## src/rtl/sat_counter.sv

```systemverilog
// Generic W-bit saturating incrementer with a synchronous clear.
// Ports:
//   clk   - rising-edge clock
//   rst   - synchronous active-low reset
//   clr   - synchronous clear to zero (lower priority than rst)
//   inc   - add one this cycle unless already all-ones
//   value - current count
module sat_counter #(
    parameter int W = 8
) (
    input  logic         clk,
    input  logic         rst,
    input  logic         clr,
    input  logic         inc,
    output logic [W-1:0] value
);

    always_ff @(posedge clk) begin
        // NOTE: registers use non-blocking assignments so every flop samples pre-edge values.
        if (!rst) begin
            value <= '0;
        end else if (clr) begin
            value <= '0;
        end else if (inc && (value != {W{1'b1}})) begin
            value <= value + W'(1);
        end
    end

endmodule

```

## config.mk

```make
export PLATFORM = sky130hd
export DESIGN_NAME = sat_counter
export DESIGN_NICKNAME = d
export VERILOG_FILES = /design/src/rtl/sat_counter.sv
export SDC_FILE = /design/constraint.sdc
export NUM_CORES = 1
export LEC_CHECK = 0
export CORE_AREA = 2 2 39 41
export CTS_CLUSTER_SIZE = 20
export DETAILED_ROUTE_END_ITERATION = 6
export DIE_AREA = 0 0 41 43
export PLACE_DENSITY = 0.6
export SYNTH_ARGS = -nofsm -noshare
export SYNTH_HDL_FRONTEND = slang
export SYNTH_SLANG_ARGS = --single-unit
export TNS_END_PERCENT = 1
```

## constraint.sdc

```tcl
create_clock -name clk -period 3.8 [get_ports clk]
set_input_delay 0.76 -clock clk [delete_from_list [all_inputs] [get_ports clk]]
set_output_delay 0.76 -clock clk [all_outputs]
set_load 0.005 [all_outputs]
```

==> summary.txt <==
Yosys
  • Mapped cell area: 422 um2
  • Simple-Gate Fraction of Synth Area: 0.329
  • YS warnings: 0
  • Yosys cell types: 19
  • Post-synthesis compound-gate area fraction: 0.190
  • Adder-cell area share of the yosys netlist: 0.0297
  • Post-Synth XOR/XNOR Area: 0
  • Synthesized Nets: 51
  • Cells after Synth: 46
  • FF+latch count, synth: 8
  • Mux contribution to synthesized area: 0.0712
  • Combinational family with the most area after synthesis: simple AND/OR/NAND/NOR gates
  • Register area share after synthesis: 0.380
  • Syn_area_per_cell: 9.17 um2

CTS
  • Post-CTS sizing: 0
  • Clock tree buffer depth: 2
  • TritonCTS Buffers: 3
  • CTS Sinks: 8
  • Clock Latency Late Sink: 0.26 ns
  • Root Driver: clkbuf_4
  • H-Tree Depth: 1
  • CTS tree: built
  • Hold buffers post-CTS: 0
  • Setup Buffers After CTS: 0
  • Worst-path clk slew: 0.06 ns

Timing
  • Fmax achieved: 490 MHz
  • Final hold slack: 0.518 ns
  • Rel. slew slack: 0.673
  • Min Tclk post-route: 2.04 ns
  • Clock Skews: 0.00498 ns
  • Endpoints failing setup: 0
  • Post-Route Setup TNS: 0 ns
  • RSZ-0062 raised after global routing: no
  • Final period util: 0.537
  • Worst Max-Slew Pin Slew: 0.489 ns
  • Slew Limit Fails: 0
  • Final hold viol count: 0

Floorplanning
  • Die Y: 43 um
  • Rows: 14
  • DIE AREA: 1760 um2
  • IO Count: 12
  • Initial core utilization: 0.305
  • Core ar.: 1380 um2
  • Die Width: 41 um

GRT
  • Global-route wire length before repair: 1500 um
  • Initial antenna violation count: 0
  • Total congestion overflow: 0
  • Largest net degree at the start of global routing: 10
  • Vias in the first global route: 350
  • GRT Resource Usage Total: 0.136

Critical path
  • Setup crit end: value[4]
  • CP Class: register to output pin
  • Worst path arrival time: 1.28 ns
  • Buf+Inv Stages, Crit Path: 1
  • Reg2Reg Setup Slack: 2.46 ns
  • Worst Setup SP: value[4]$_SDFFE_PP0P_
  • CP max FO: 9
  • Critical Path RT: 3.04 ns
  • Setup crit start kind: register
  • Crit Reg-Reg Endpoint: value[5]$_SDFFE_PP0P_
  • Endpoint class of the critical path: output pin
  • Delay-heaviest family, CP: buffers and inverters
  • Critical Path Max Stage Delay: 0.55 ns
  • Critical path's slowest cell: clkdlybuf4s50_1
  • FF-to-FF Start: value[0]$_SDFFE_PP0P_
  • Crit-path cells: clkdlybuf4s50_1
  • WP depth: 1
  • R2R depth: 4

Cells and area
  • Filler cells: 149
  • Top flop regs: value (8)
  • Share of layout cells above drive strength 1: 0.117
  • Layout Nets: 67
  • N_diodes: 0
  • Area delta synth->final: 36.2%
  • Max reg flops: 8
  • Most flop-heavy register: value
  • Non-filler cells, final: 76

Pwr
  • IR drop worst, VDD: 0.116 mV
  • Flop pwr share: 0.513
  • Comb pwr share: 0.063
  • Internal Power: 127 uW
  • Power density over the cells: 290 nW/um2
  • Clock network power share: 0.423
  • Leakage: 0.000207 uW
  • Sw frac: 0.236
  • Sw power: 39.4 uW

Placement
  • DP HPWL: 677 um
  • Placer Congestion: 0.708
  • Port Buffers: 11
  • Dpl cells: 73

Drt
  • 1st-pass router iterations: 4
  • Vias per cell: 5.37
  • Total number of vias: 408
  • Routed Antenna Nets: 0
  • Starting DRT DRC Count: 7
  • Drt drc: 0
  • Drt total wl: 934 um
  • DR WL/cell: 12.3 um

Status
  • Outcome: complete, no violations

Job
  • Max-Cap Viols: 0

Hold path
  • Worst min path class: register to register
## how the worst min path moves through the flow
stage | from | end | slack [ns] | cells past startpoint
3_3_place_gp | value[1]$_SDFFE_PP0P_ | value[1]$_SDFFE_PP0P_ | 0.49 | 2
3_5_place_dp | value[1]$_SDFFE_PP0P_ | value[1]$_SDFFE_PP0P_ | 0.51 | 2
6_report | value[1]$_SDFFE_PP0P_ | value[1]$_SDFFE_PP0P_ | 0.52 | 2
4_1_cts | value[1]$_SDFFE_PP0P_ | value[1]$_SDFFE_PP0P_ | 0.52 | 2
2_1_floorplan | value[1]$_SDFFE_PP0P_ | value[1]$_SDFFE_PP0P_ | 0.49 | 2
5_1_grt | value[0]$_SDFFE_PP0P_ | value[0]$_SDFFE_PP0P_ | 0.55 | 2
## cell usage in the layout, fill, tap and decap left out, types with 3 or more instances in the layout
cell,count
nor2b_1,3
nand2_1,5
mux2i_1,3
and4_1,4
dfxtp_1,8
clkdlybuf4s50_1,11
a21oi_1,5
clkbuf_4,3
nand2b_1,3
## cell usage after synthesis
library cell	instances	share of area
dfxtp_1	8	0.38
a21oi_1	5	0.059
nand2_1	5	0.045
and4_1	4	0.083
mux2i_1	3	0.071
nand2b_1	3	0.045
nor2b_1	3	0.045
a31oi_1	2	0.030
nor3_1	2	0.024
o21ai_0	2	0.024
a211oi_2	1	0.030
a21boi_2	1	0.027
a311oi_1	1	0.021
and3_1	1	0.015
and4_4	1	0.027
ha_1	1	0.030
nand3_1	1	0.012
nand4_1	1	0.015
nor2b_2	1	0.021
## kinds of logic after synthesis
family | after synthesis
mux | 3
flops | 8
fa+ha+maj | 1
simple gates | 22
compound gates | 12
## area by class of cell
class | instances | area [um2] | area share
well taps | 16 | 20.0 | 0.0349
clock buffers | 3 | 22.5 | 0.0392
repair buffers | 11 | 110 | 0.192
multi-input cells | 38 | 262 | 0.455
flip-flops and latches | 8 | 160 | 0.279
## per-stage QoR
| stage | setup WS, ns | power (uW) | utilization | instance area (um2) |
|---|---|---|---|---|
| 2_1_floorplan | 2.42 | 91.9 | - | 422 |
| 4_1_cts | 1.75 | 168 | 0.415 | 574 |
| 5_1_grt | 1.70 | 173 | 0.415 | 574 |
| 6_report | 1.76 | 167 | 0.415 | 574 |
| 3_3_place_gp | 1.75 | 98.0 | 0.399 | 552 |
| 3_5_place_dp | 1.75 | 98.1 | 0.399 | 552 |
## metal layers
layer,share of wire,global-route usage,vias up
met2,0.45,0.181,20
li1,-,-,204
met4,0.055,0.140,0
met3,0.064,0.0471,6
met1,0.43,0.151,178
met5,0,0,-
## power groups by stage
stage	Clock (uW)	Sequential, uW	Combinational [uW]
2_1_floorplan	0	87.3	4.52
3_3_place_gp	0	87.4	10.6
3_5_place_dp	0	87.4	10.6
4_1_cts	71.6	85.6	10.7
5_1_grt	76.0	85.7	11.5
6_report	70.6	85.6	10.5
(Power assumes the default switching activity.)
